## src/rtl/johnson_counter_param_if.sv

```systemverilog
`default_nettype none
// ---------------------------------------------------------------------------
// Module   : johnson_counter_param_if
// Brief    : Control/status bundle for the parametrised Johnson/ring counter.
// Revision : 1.0  initial release
// ---------------------------------------------------------------------------
interface johnson_counter_param_if #(
  parameter int WIDTH = 4,
  parameter int PW    = $clog2(2*WIDTH)
);
  logic             en;
  logic             dir;
  logic             mode;
  logic             load;
  logic [WIDTH-1:0] load_val;
  logic [WIDTH-1:0] out;
  logic [PW-1:0]    phase;
  logic             wrap;
  logic             illegal;

  // Controller side: drives the strobes, observes the counter
  modport master (
    output en, dir, mode, load, load_val,
    input  out, phase, wrap, illegal
  );

  // Counter side
  modport slave (
    input  en, dir, mode, load, load_val,
    output out, phase, wrap, illegal
  );
endinterface
`default_nettype wire

```

## src/rtl/johnson_counter_param.sv

```systemverilog
`default_nettype none
// ---------------------------------------------------------------------------
// Module   : johnson_counter_param
// Brief    : WIDTH-bit Johnson / ring sequencer with enable, direction,
//            parallel load, illegal-state self-correction, phase decode
//            and wrap pulse. WIDTH must be at least 2.
// Revision : 1.0  initial release
// ---------------------------------------------------------------------------
module johnson_counter_param #(
  parameter int WIDTH = 4,
  parameter int PW    = $clog2(2*WIDTH)
) (
  input  logic                          clk,
  input  logic                          reset,
  johnson_counter_param_if.slave        bus
);

  localparam logic [WIDTH-1:0] ZERO      = '0;
  localparam logic [WIDTH-1:0] ONE       = {{(WIDTH-1){1'b0}}, 1'b1};
  localparam logic [PW-1:0]    LAST_JOHN = PW'(2*WIDTH-1);
  localparam logic [PW-1:0]    LAST_RING = PW'(WIDTH-1);

  logic [WIDTH-1:0] out_q;
  logic             wrap_q;
  logic             illegal_q;

  logic [WIDTH-1:0] inv;
  logic             john_legal;
  logic             ring_legal;
  logic             legal;
  logic [PW-1:0]    ones;
  logic [PW-1:0]    ring_idx;
  logic [PW-1:0]    phase;
  logic [PW-1:0]    last_phase;
  logic [WIDTH-1:0] next_step;
  logic             step_wraps;

  // Legality: Johnson codes are a run of ones anchored at bit 0 or at the MSB
  // (all-zero and all-one fall in both); ring codes are one-hot or the seed 0.
  assign inv        = ~out_q;
  assign john_legal = ((out_q & (out_q + ONE)) == ZERO) || ((inv & (inv + ONE)) == ZERO);
  assign ring_legal = ((out_q & (out_q - ONE)) == ZERO);
  assign legal      = bus.mode ? ring_legal : john_legal;

  // Popcount and set-bit index feed the phase decode
  always_comb begin
    ones     = '0;
    ring_idx = '0;
    for (int i = 0; i < WIDTH; i++) begin
      ones = ones + PW'(out_q[i]);
      if (out_q[i]) ring_idx = PW'(i);
    end
  end

  // Phase index of the current code under the currently selected mode
  always_comb begin
    phase = '0;
    if (legal) begin
      if (bus.mode)               phase = ring_idx;
      else if (!out_q[WIDTH-1])   phase = ones;
      else                        phase = PW'(WIDTH) + (PW'(WIDTH) - ones);
    end
  end

  // Next code for an enabled step in the selected mode and direction
  always_comb begin
    next_step = out_q;
    case ({bus.mode, bus.dir})
      2'b00:   next_step = {out_q[WIDTH-2:0], ~out_q[WIDTH-1]};
      2'b01:   next_step = {~out_q[0], out_q[WIDTH-1:1]};
      2'b10:   next_step = {out_q[WIDTH-2:0], out_q[WIDTH-1]};
      default: next_step = {out_q[0], out_q[WIDTH-1:1]};
    endcase
  end

  // A step wraps when it leaves the last phase forward or phase 0 in reverse
  assign last_phase = bus.mode ? LAST_RING : LAST_JOHN;
  assign step_wraps = bus.dir ? (phase == '0) : (phase == last_phase);

  // Counter state with correction > load > step > hold priority
  always_ff @(posedge clk or posedge reset) begin
    if (reset) begin
      out_q     <= '0;
      wrap_q    <= 1'b0;
      illegal_q <= 1'b0;
    end else begin
      wrap_q    <= 1'b0;
      illegal_q <= 1'b0;
      if (!legal) begin
        out_q     <= bus.mode ? ONE : ZERO;
        illegal_q <= 1'b1;
      end else if (bus.load) begin
        out_q <= bus.load_val;
      end else if (bus.en) begin
        if (bus.mode && (out_q == ZERO)) begin
          // Ring seed: the empty register is primed with a single token
          out_q <= ONE;
        end else begin
          out_q  <= next_step;
          wrap_q <= step_wraps;
        end
      end
    end
  end

  assign bus.out     = out_q;
  assign bus.phase   = phase;
  assign bus.wrap    = wrap_q;
  assign bus.illegal = illegal_q;

endmodule
`default_nettype wire
```

## src/flat_wrapper.sv

```systemverilog
// flat-port wrapper written by rule: the top's interface ports become plain ports
module johnson_counter_param_flat 
#(
  parameter int WIDTH = 4,
  parameter int PW    = $clog2(2*WIDTH)
)
  (clk, reset, bus_en, bus_dir, bus_mode, bus_load, bus_load_val, bus_out, bus_phase, bus_wrap, bus_illegal);
  johnson_counter_param_if #(.WIDTH(WIDTH), .PW(PW)) bus_i ();
  input  logic clk;
  input  logic reset;
  input wire logic [$bits(bus_i.en)-1:0] bus_en;
  input wire logic [$bits(bus_i.dir)-1:0] bus_dir;
  input wire logic [$bits(bus_i.mode)-1:0] bus_mode;
  input wire logic [$bits(bus_i.load)-1:0] bus_load;
  input wire logic [$bits(bus_i.load_val)-1:0] bus_load_val;
  output wire logic [$bits(bus_i.out)-1:0] bus_out;
  output wire logic [$bits(bus_i.phase)-1:0] bus_phase;
  output wire logic [$bits(bus_i.wrap)-1:0] bus_wrap;
  output wire logic [$bits(bus_i.illegal)-1:0] bus_illegal;
  assign bus_i.en = bus_en;
  assign bus_i.dir = bus_dir;
  assign bus_i.mode = bus_mode;
  assign bus_i.load = bus_load;
  assign bus_i.load_val = bus_load_val;
  assign bus_out = bus_i.out;
  assign bus_phase = bus_i.phase;
  assign bus_wrap = bus_i.wrap;
  assign bus_illegal = bus_i.illegal;
  johnson_counter_param #(.WIDTH(WIDTH), .PW(PW)) u_core (.clk(clk), .reset(reset), .bus(bus_i));
endmodule
```

## config.mk

```make
export PLATFORM = sky130hd
export DESIGN_NAME = johnson_counter_param_flat
export DESIGN_NICKNAME = d
export VERILOG_FILES = /design/src/rtl/johnson_counter_param_if.sv /design/src/rtl/johnson_counter_param.sv /design/src/flat_wrapper.sv
export SDC_FILE = /design/constraint.sdc
export NUM_CORES = 1
export LEC_CHECK = 0
export ABC_AREA = 1
export BUFFER_PORTS_ARGS = -buffer_cell sky130_fd_sc_hd__buf_4
export CAP_MARGIN = 20
export CORE_MARGIN = 2
export CORE_UTILIZATION = 46
export CTS_CLUSTER_DIAMETER = 50
export DETAILED_ROUTE_END_ITERATION = 10
export HOLD_SLACK_MARGIN = 0.02
export PLACE_DENSITY = 0.77
export REMOVE_ABC_BUFFERS = 1
export SYNTH_ARGS = -nofsm -noshare
export SYNTH_HDL_FRONTEND = slang
export SYNTH_SLANG_ARGS = --single-unit
```

## constraint.sdc

```tcl
create_clock -name clk -period 6.7 [get_ports clk]
set_input_delay 1.34 -clock clk [delete_from_list [all_inputs] [get_ports clk]]
set_output_delay 1.34 -clock clk [all_outputs]
set_load 0.01 [all_outputs]
```

Word-level counts from Yosys, hierarchy flattened. Index checks and enable logic that the tools add are counted.

Eq/ne operators: 4. Muxes and demuxes: 20. Bitwise logic cells: 6. Add/subtract/negate cells: 8. Reductions and logical operators: 8.

Operators with widths (number): $logic_not 4->1 (4); $mux 4 (4); $and 4x4->4 (3); $mux 3 (4); $pmux 4 s3 (1); $mux 1 (9); $add 4x1->4 const B (2); $add 3x1->3 (2); $mux 2 (2); $not 4->4 (1); $sub 4x1->4 const B (1); $add 3x3->3 const A (1); $eq 3x3->1 (1); $logic_not 3->1 (1); $ne 3x3->1 const B (1); $sub 3x3->3 const A (1); $add 1x1->2 (1); $eq 2x1->1 const B (1); $eq 2x2->1 const B (1); $logic_not 2->1 (1); $not 1->1 (2); $logic_and 1x1->1 (1); $logic_or 1x1->1 (1).

Logic and storage cells: 49. Register bits: 6.

Depth between registers and ports, before layout. Gate-level depths: netlist of the first run.

Word-level depth: 14. Gate-level depth with buffers: 17. Depth with buffers taken out: 17.

Least setup slack after synthesis of the first run. Ideal clock, no wire load.

Path type: register to output. Start: register u_core.out_q[1], in the netlist u_core.bus.out[1]. End: output port bus_phase[1]. Slack: 3.182 ns. Arrival: 2.178 ns. Stages on the path, launching flop included: 15. Cell sequence: dfrtp_1 -> inv_1 -> ha_1 -> inv_1 -> fa_1 -> inv_1 -> ha_1 -> inv_1 -> ha_1 -> nand2_1 -> nand3_1 -> o21ai_0 -> inv_1 -> nand3_2 -> inv_1.

Longest elaborated chain between the ends: 8. Elaborated cells on any way between the ends: 20. Those cells by class: add/sub: 8; mux: 4; bitwise: 4; reduce/logical: 4.

Ends and longest elaborated chain: from (decl) (RTL line johnson_counter_param.sv:23) `logic [WIDTH-1:0] out_q;`; from (signal assigned) (RTL line johnson_counter_param.sv:90) `out_q <= bus.mode ? ONE : ZERO;`; from (signal assigned) (RTL line johnson_counter_param.sv:93) `out_q <= bus.load_val;`; from (signal assigned) (RTL line johnson_counter_param.sv:99) `out_q <= next_step;`; $add 1x1->2 (RTL line johnson_counter_param.sv:50) `ones = ones + PW'(out_q[i]);`; $add 3x1->3 (2 in a row) (RTL line johnson_counter_param.sv:50); $sub 3x3->3 (RTL line johnson_counter_param.sv:61) `else phase = PW'(WIDTH) + (PW'(WIDTH) - ones);`; $add 3x3->3 (RTL line johnson_counter_param.sv:61); $mux 3 (RTL line johnson_counter_param.sv:60) `else if (!out_q[WIDTH-1]) phase = ones;`; $mux 3 (RTL line johnson_counter_param.sv:59) `if (bus.mode) phase = ring_idx;`; $mux 3 * (RTL line johnson_counter_param.sv:58) `if (legal) begin`; to (decl) (RTL line flat_wrapper.sv:17) `output wire logic [$bits(bus_i.phase)-1:0] bus_phase;`.

Every way passes the cells marked *; elsewhere a longest branch is shown, timed or not.

Final worst setup path of the first run. Ends and elaborated chain as after synthesis.

==> results.py, run 1 <==
metrics = {
    "clocking": {
        "cts.sinks": 6,
        "clkTransAtPathRegs_ns": 0.04,
        "cts_buffer_depth": 2,
        "numCtsBuffers": 3,
        "cts_tree": "yes",
        "cts_resized": 0,
        "cts_root_buffer": "clkbuf_4",
        "cts_hold_buf": 0,
        "insertion_delay_ns": 0.23,
        "post-cts-setup-buffers": 0,
        "cts_htree_levels": 1,
    },
    "global_routing": {
        "grt_start_max_net_pins": 10,
        "grt_pass1_vias": 681,
        "grt_pass1_wl_mm": 2.842,
        "antenna_found_initial": 0,
        "grt_usage": 0.2037,
        "grt_overflow": 0,
    },
    "place": {
        "port_buffers": 18,
        "dp_hpwl_mm": 1.355,
        "place_ws_ns": 2.887,
        "place.gp.congestion": 0.8546,
    },
    "power_and_ir_drop": {
        "power.total_uw": 419.1,
        "powerDensity_nw_per_um2": 477.2,
        "ir_worst_vdd_mv": 0.2510,
        "leakage_nw": 0.4918,
    },
    "logic_synthesis": {
        "ys.flop_type": "dfrtp_1",
        "synth_seq_cells": 6,
        "ys_warn_count": 0,
        "syn_area_um2": 705.7,
        "synthCells": 107,
        "synth_most_common_cell": "nand2_1",
        "async_flop_share": 1.000,
        "yosysUniqueCellTypes": 23,
        "synth_area_leaders": "dfrtp_1, nand2_1, ha_1, a21oi_1, inv_1",
        "syn_area_per_cell_um2": 6.595,
        "ys_top_cells_by_count": "nand2_1, inv_1, a21oi_1, nor2_1",
        "synth_top_area_frac": 0.2128,
        "yosysSeqAreaShare": 0.2128,
        "synth-edff-count": 0,
        "yosys.area.top_type": "dfrtp_1",
    },
    "critical_path": {
        "worstSetupPathType": "flop to output port",
        "end_kind": "output port",
        "r2r_slack_ns": 3.98,
        "crit_path_start_kind": "flop",
        "r2r-end": "u_core.bus.wrap",
        "worstPathMaxFanout": 9,
        "worstPathRequired_ns": 5.36,
        "reg2reg_from": "u_core.bus.out[1]",
        "cp_slowest_cell": "dfrtp_1",
        "crit_path_max_incr_delay_ns": 0.52,
        "worstPathCellList": "inv_1 > ha_1 > inv_1 > fa_1 > inv_1 > ha_1 > inv_1 > ha_1 > nand2_1 > nand3_1 > o21ai_0 > inv_1 > nand3_2 > inv_1 > buf_4",
        "crit_top_cell": "inv_1",
        "critical-path-top-delay-family": "adder cells",
        "arrival_ns": 2.75,
        "crit_buf_inv": 7,
        "worstRegToRegCells": 16,
    },
    "die": {
        "die_area_um2": 1863,
        "initial_core_util": 0.4796,
        "rows": 14,
        "die-height_um": 43.17,
        "fp.coreArea_um2": 1471,
        "die_w_um": 43.17,
        "io_pins": 19,
    },
    "timing": {
        "fmax_mhz": 244.4,
        "worst_slack_ns": 2.609,
        "post-route-period-util": 0.6106,
        "relSlewSlack": 0.7698,
        "whs_ns": 0.7680,
        "hold_viol": 0,
        "rsz0062_at_grt": "no",
        "setup_viol": 0,
        "period_minus_slack_ns": 4.091,
        "slew_violations": 0,
        "worst_slew_pin_slew_ns": 0.3453,
        "fin_worst_skew_ns": 0.001588,
        "tns_ns": 0,
    },
    "finish": {
        "layout-drive-gt1-share": 0.2756,
        "area_delta_synth_final_pct": 24.47,
        "layout.nets": 146,
        "insertedDiodeCount": 0,
    },
    "detailed_routing": {
        "viasPerCell": 5.175,
        "finalWirelength_mm": 1.693,
        "num_vias": 740,
        "drtPass1Iterations": 4,
        "drtIter0Drc": 19,
        "wire_per_inst_um": 11.84,
        "drc": 0,
        "ant_nets": 0,
    },
    "hold_path": {
        "hp-class": "flop to flop",
        "hold_depth": 2,
        "min_to": "u_core.bus.out[2]",
        "hp-start": "u_core.bus.out[2]",
    },
    "job": {
        "cap_violations": 0,
    },
    "outcome": {
        "status": "completed",
    },
}
-- cells in the final DEF, fill, tap and decap left out, types with 2 or more instances in the layout --
| cell type | instances |
|---|---|
| buf_4 | 18 |
| o21ai_0 | 2 |
| nor2_1 | 7 |
| inv_2 | 3 |
| a21oi_1 | 12 |
| nand2_4 | 2 |
| nand2_1 | 26 |
| nand3_1 | 6 |
| ha_1 | 6 |
| o21ai_1 | 5 |
| nand3_2 | 2 |
| or2_2 | 2 |
| inv_1 | 16 |
| dfrtp_1 | 6 |
| o211ai_1 | 3 |
| clkbuf_4 | 3 |
-- cell type report --
cell class                      instances  area (um^2)
Tap cell                               16        20.02
Inverter                               20        76.32
Sequential cell                         6        150.1
Multi-Input combinational cell         80        474.2
Clock buffer                            3        22.52
Timing Repair Buffer                   18        135.1
Fill cell                             150        593.1
-- metal layers --
layer,track usage,vias up,routed length [um]
met1,0.2427,339,761
met4,0.1091,0,0
met3,0.02979,0,57
li1,-,385,-
met5,0,-,0
met2,0.3463,16,873
-- cell families after synthesis --
group | after synthesis | synth area share
buffers and inverters | 21 | 0.1152
DFF | 6 | 0.2128
and+or+nand+nor | 50 | 0.3617
adders and majority gates | 7 | 0.1348
AOI/OAI and AO/OA | 23 | 0.1755
-- where the power goes --
part,total (mW),leakage [nW],switching (mW),internal [mW]
sequential,0.0799,0.0760,0.0290,0.0509
clock,0.0305,0.0138,0.0105,0.0201
combinational,0.309,0.402,0.183,0.126
total,0.419,0.492,0.222,0.197
-- how the worst max path moves through the flow --
stage,from,endpoint,slack (ns),cells past startpoint
global placement,u_core.bus.out[1],bus_phase[1],2.96,15
detailed placement,u_core.bus.out[1],bus_phase[1],2.89,15
CTS,u_core.bus.out[1],bus_phase[1],2.63,15
global route,u_core.bus.out[1],bus_phase[2],2.39,15
finish,u_core.bus.out[1],bus_phase[1],2.61,15
floorplan,u_core.bus.out[1],bus_phase[1],3.18,14
-- stage by stage --
step / cells / area, um^2 / utilization
6_report: 143 / 878.3 / 0.5969
5_1_grt: 143 / 878.3 / 0.5969
4_1_cts: 143 / 878.3 / 0.5969
3_5_place_dp: 140 / 855.8 / 0.5816
3_3_place_gp: 140 / 855.8 / 0.5816
2_1_floorplan: 106 / 700.7 / -
-- sequential cells by signal (all words and copies together) (netlist names) --
name                count
u_core.bus.out          4
u_core.bus.wrap         1
u_core.bus.illegal      1
-- worst reg2reg max path: stages, from the launching register on --
cell and delay, ns:
dfrtp_1 0.52, inv_1 0.14, ha_1 0.30, inv_1 0.05, fa_1 0.36, inv_1 0.07, ha_1 0.23, inv_1 0.07
ha_1 0.16, inv_1 0.05, a21oi_1 0.14, nor2_1 0.08, o211ai_1 0.19, nand2_1 0.08, nand2_1 0.06, nand2_1 0.04
nor2_1 0.11
Power figures use the tool's default switching activity.
==> inputs of run 2 (changes only) <==
- clock period: 6.7 -> 3.8 ns (I/O delays scaled with it)
==> results.py, run 2 (synthesis results as in run 1) <==
metrics = {
    "die": {
        "fp.coreArea_um2": 1471,
        "rows": 14,
        "io_pins": 19,
        "die_area_um2": 1863,
        "initial_core_util": 0.4796,
        "die_w_um": 43.17,
        "die-height_um": 43.17,
    },
    "timing": {
        "fmax_mhz": 289.9,
        "setup_viol": 0,
        "hold_viol": 0,
        "worst_slew_pin_slew_ns": 0.3563,
        "period_minus_slack_ns": 3.449,
        "slew_violations": 0,
        "rsz0062_at_grt": "no",
        "post-route-period-util": 0.9077,
        "relSlewSlack": 0.7625,
        "tns_ns": 0,
        "fin_worst_skew_ns": 0.001660,
    },
    "power_and_ir_drop": {
        "ir_worst_vdd_mv": 0.3970,
        "intPower_uw": 341.8,
        "pwr-share-comb": 0.731,
        "leakage_nw": 0.4918,
        "switching_power_uw": 370.2,
        "sequentialPowerShare": 0.193,
        "switching_share": 0.5200,
        "powerDensity_nw_per_um2": 810.6,
        "p_clk_frac": 0.076,
    },
    "clocking": {
        "numCtsBuffers": 3,
        "post-cts-setup-buffers": 0,
        "cts.sinks": 6,
        "cts_resized": 0,
        "clkTransAtPathRegs_ns": 0.04,
        "cts_root_buffer": "clkbuf_4",
        "cts_buffer_depth": 2,
        "cts_tree": "yes",
        "cts_hold_buf": 0,
        "cts_htree_levels": 1,
        "insertion_delay_ns": 0.23,
    },
    "detailed_routing": {
        "ant_nets": 0,
        "drc": 0,
        "drtPass1Iterations": 4,
        "finalWirelength_mm": 1.572,
        "wire_per_inst_um": 10.99,
        "drtIter0Drc": 30,
        "viasPerCell": 5.245,
        "num_vias": 750,
    },
    "global_routing": {
        "grt_pass1_vias": 684,
        "grt_pass1_wl_mm": 2.808,
        "antenna_found_initial": 0,
        "grt_usage": 0.1986,
        "grt_overflow": 0,
        "grt_start_max_net_pins": 10,
    },
    "outcome": {
        "status": "completed",
    },
    "critical_path": {
        "worstPathMaxFanout": 9,
        "worstRegToRegCells": 17,
        "reg2reg_from": "u_core.bus.out[1]",
        "crit_path_max_incr_delay_ns": 0.50,
        "worstSetupPathType": "flop to output port",
        "crit_top_cell": "inv_1",
        "worstPathCellList": "inv_1 > ha_1 > inv_1 > fa_1 > inv_1 > ha_1 > inv_1 > ha_1 > nand2_1 > nand3_1 > o21ai_0 > inv_1 > nand3_2 > inv_1 > buf_4",
        "cp_slowest_cell": "dfrtp_1",
        "arrival_ns": 2.69,
        "r2r-end": "u_core.bus.wrap",
        "crit_path_start_kind": "flop",
        "worstPathRequired_ns": 3.04,
        "end_kind": "output port",
        "r2r_slack_ns": 1.16,
    },
    "finish": {
        "layout-drive-gt1-share": 0.2756,
        "layout_common_cells": "nand2_1, buf_4, inv_1",
        "final_common_cell": "nand2_1",
        "insertedDiodeCount": 0,
        "area_delta_synth_final_pct": 24.47,
        "layout.nets": 146,
        "largest_register_ffs": 4,
        "post-route-util": 0.5969,
        "n_fill_cell": 155,
    },
    "job": {
        "cap_violations": 0,
    },
    "place": {
        "port_buffers": 18,
        "dp_hpwl_mm": 1.266,
        "place.gp.congestion": 0.8762,
    },
    "hold_path": {
        "hp-class": "input pin to asynchronous set/reset pin",
    },
}
run 2: cell counts in the layout (fill, tap and decap cells not counted):
No cell type changed its count.
run 2: per-stage QoR:
stage	instance area [um^2]	power (mW)	hold WS, ns	std cells	worst slack, ns
3_5_place_dp	855.8	0.6575	0.6819	140	0.5921
5_1_grt	878.3	0.8041	0.4526	143	0.1371
2_1_floorplan	700.7	0.4984	0.5510	106	0.8579
3_3_place_gp	855.8	0.6424	0.6775	140	0.6332
6_report	878.3	0.7120	0.4313	143	0.3506
4_1_cts	878.3	0.7159	0.4268	143	0.3351
run 2: layout make-up:
class / count / area, um^2 / share of cell area
Clock buffer: 3 / 22.52 / 0.02564
Inverter: 20 / 76.32 / 0.08689
Multi-Input combinational cell: 80 / 474.2 / 0.5399
Sequential cell: 6 / 150.1 / 0.1709
Tap cell: 16 / 20.02 / 0.02279
Timing Repair Buffer: 18 / 135.1 / 0.1538
run 2: worst max path at each step:
stage / startpoint / to / slack (ns) / cells past startpoint
floorplan: u_core.bus.out[1] / bus_phase[1] / 0.86 / 14
global placement: u_core.bus.out[1] / bus_phase[1] / 0.63 / 15
detailed placement: u_core.bus.out[1] / bus_phase[1] / 0.59 / 15
CTS: u_core.bus.out[1] / bus_phase[1] / 0.34 / 15
global route: u_core.bus.out[1] / bus_phase[2] / 0.14 / 15
finish: u_core.bus.out[1] / bus_phase[1] / 0.35 / 15
run 2: critical path: cells and delay by family (launching register included):
family	cells	cell delay (ns)
buffers and inverters	7	0.56
adder cells (fa/ha/maj)	4	1.11
flip-flops	1	0.50
AO/OA/AOI/OAI	1	0.07
AND/OR/NAND/NOR	3	0.22
run 2: power groups by stage:
stage          Clock, mW  Sequential, mW  Combinational [mW]
2_1_floorplan          0           0.140               0.358
3_3_place_gp           0           0.138               0.505
3_5_place_dp           0           0.138               0.520
4_1_cts           0.0575           0.137               0.522
5_1_grt           0.0580           0.145               0.601
6_report          0.0540           0.138               0.520
run 2: layer usage:
metal	vias to the layer above	wire, um	track usage
met1	345	710	0.2778
met4	0	0	0.07273
met5	-	0	0
met3	0	63	0.02553
met2	19	797	0.3104
li1	386	-	-
==> inputs of run 3 (changes only) <==
--- a/config.mk
+++ b/config.mk
@@ -7,5 +7,4 @@
 export LEC_CHECK = 0
 export ABC_AREA = 1
-export BUFFER_PORTS_ARGS = -buffer_cell sky130_fd_sc_hd__buf_4
 export CAP_MARGIN = 20
 export CORE_MARGIN = 2
@@ -13,6 +12,7 @@
 export CTS_CLUSTER_DIAMETER = 50
 export DETAILED_ROUTE_END_ITERATION = 10
+export DONT_BUFFER_PORTS = 1
 export HOLD_SLACK_MARGIN = 0.02
-export PLACE_DENSITY = 0.77
+export PLACE_DENSITY = 0.67
 export REMOVE_ABC_BUFFERS = 1
 export SYNTH_ARGS = -nofsm -noshare
==> constraint.sdc (replaced) <==
create_clock -name clk -period 3.8 [get_ports clk]
set_input_delay 0.76 -clock clk [delete_from_list [all_inputs] [get_ports clk]]
set_output_delay 0.76 -clock clk [all_outputs]
set_load 0.02 [all_outputs]
==> results.py, run 3 (synthesis results as in run 1) <==
metrics = {
    "detailed_routing": {
        "viasPerCell": 5.424,
        "drc": 0,
        "drtPass1Iterations": 4,
        "ant_nets": 0,
        "drtIter0Drc": 33,
        "finalWirelength_mm": 1.541,
        "num_vias": 678,
        "wire_per_inst_um": 12.33,
    },
    "power_and_ir_drop": {
        "powerDensity_nw_per_um2": 908.2,
        "ir_worst_vdd_mv": 0.4495,
        "leakage_nw": 0.4024,
    },
    "critical_path": {
        "worstRegToRegCells": 17,
        "crit_top_cell": "inv_1",
        "critical-path-top-delay-family": "adder cells",
        "reg2reg_from": "u_core.bus.out[1]",
        "crit_path_max_incr_delay_ns": 0.60,
        "worstPathRequired_ns": 3.04,
        "r2r_slack_ns": 0.98,
        "crit_path_start_kind": "flop",
        "worstPathMaxFanout": 9,
        "crit_buf_inv": 6,
        "worstPathCellList": "inv_1 > ha_1 > inv_1 > fa_1 > inv_1 > ha_1 > inv_1 > ha_1 > nand2_1 > nand3_1 > o21ai_0 > inv_1 > nand3_2 > inv_1",
        "arrival_ns": 2.80,
        "worstSetupPathType": "flop to output port",
        "cp_slowest_cell": "dfrtp_1",
        "end_kind": "output port",
        "r2r-end": "u_core.bus.wrap",
    },
    "finish": {
        "final_common_cell": "nand2_1",
        "largest_register_ffs": 4,
        "layout-drive-gt1-share": 0.1560,
        "final_cell_count_no_fill": 125,
        "area_delta_synth_final_pct": 5.319,
        "layout.nets": 128,
        "layout_common_cells": "nand2_1, inv_1, a21oi_1",
        "fin_area_um2": 743.2,
        "insertedDiodeCount": 0,
    },
    "die": {
        "die_area_um2": 1863,
        "die-height_um": 43.17,
        "die_w_um": 43.17,
        "fp.coreArea_um2": 1471,
        "io_pins": 19,
        "rows": 14,
        "initial_core_util": 0.4796,
    },
    "clocking": {
        "cts_resized": 0,
        "cts_buffer_depth": 2,
        "cts_root_buffer": "clkbuf_4",
        "cts.sinks": 6,
        "cts_htree_levels": 1,
        "insertion_delay_ns": 0.23,
        "cts_hold_buf": 0,
        "post-cts-setup-buffers": 0,
        "cts_tree": "yes",
        "clkTransAtPathRegs_ns": 0.04,
        "numCtsBuffers": 3,
    },
    "timing": {
        "tns_ns": 0,
        "fmax_mhz": 281.2,
        "whs_ns": 0.3202,
        "rsz0062_at_grt": "no",
        "period_minus_slack_ns": 3.556,
        "fin_worst_skew_ns": 0.0007789,
        "relSlewSlack": 0.6620,
        "setup_viol": 0,
        "slew_violations": 0,
        "worst_slew_pin_slew_ns": 0.5069,
        "post-route-period-util": 0.9359,
        "hold_viol": 0,
    },
    "outcome": {
        "status": "completed",
    },
    "place": {
        "place_inst": 122,
        "port_buffers": 0,
        "dpl-instance-area_um2": 720.7,
        "place.gp.congestion": 0.8430,
        "dp_hpwl_mm": 1.251,
    },
    "global_routing": {
        "grt_pass1_vias": 657,
        "antenna_found_initial": 0,
        "grt_usage": 0.1937,
        "grt_pass1_wl_mm": 2.753,
        "grt_overflow": 0,
        "grt_start_max_net_pins": 10,
    },
    "hold_path": {
        "hp-class": "input pin to asynchronous set/reset pin",
    },
    "job": {
        "cap_violations": 0,
    },
}
## run 3: cell count changes in the layout (fill, tap and decap cells not counted), sizes merged
cell  delta
buf     -18
## run 3: worst max-delay path by stage
stage                 startpoint  slack [ns]  cells after the start           end
6_report       u_core.bus.out[1]        0.24                     14  bus_phase[1]
5_1_grt        u_core.bus.out[1]       0.005                     14  bus_phase[2]
4_1_cts        u_core.bus.out[1]        0.23                     14  bus_phase[1]
3_5_place_dp   u_core.bus.out[1]        0.49                     14  bus_phase[1]
3_3_place_gp   u_core.bus.out[1]        0.56                     14  bus_phase[1]
2_1_floorplan  u_core.bus.out[0]        0.74                     14  bus_phase[1]
## run 3: final cells by class
class,count,area (um^2)
Fill cell,162,728.2
Inverter,20,76.32
Multi-Input combinational cell,80,474.2
Clock buffer,3,22.52
Sequential cell,6,150.1
Tap cell,16,20.02
## run 3: routing by layer
metal,global-route usage,wire length (um)
met1,0.2546,711
met2,0.3045,745
met4,0.09697,8
met3,0.02979,75
met5,0,0
## run 3: power by group
part           total (mW)  switching [mW]  internal [mW]
clock network      0.0548          0.0194         0.0355
logic               0.446           0.287          0.159
registers           0.174          0.0852         0.0892
total               0.675           0.391          0.284
## run 3: per-stage QoR
| stage | utilization | worst slack (ns) | power (mW) |
|---|---|---|---|
| finish | 0.5051 | 0.2438 | 0.6750 |
| global route | 0.5051 | 0.004755 | 0.7544 |
| CTS | 0.5051 | 0.2282 | 0.6786 |
| detailed placement | 0.4898 | 0.4920 | 0.6197 |
| global placement | 0.4898 | 0.5639 | 0.6091 |
| floorplan | - | 0.7410 | 0.5322 |
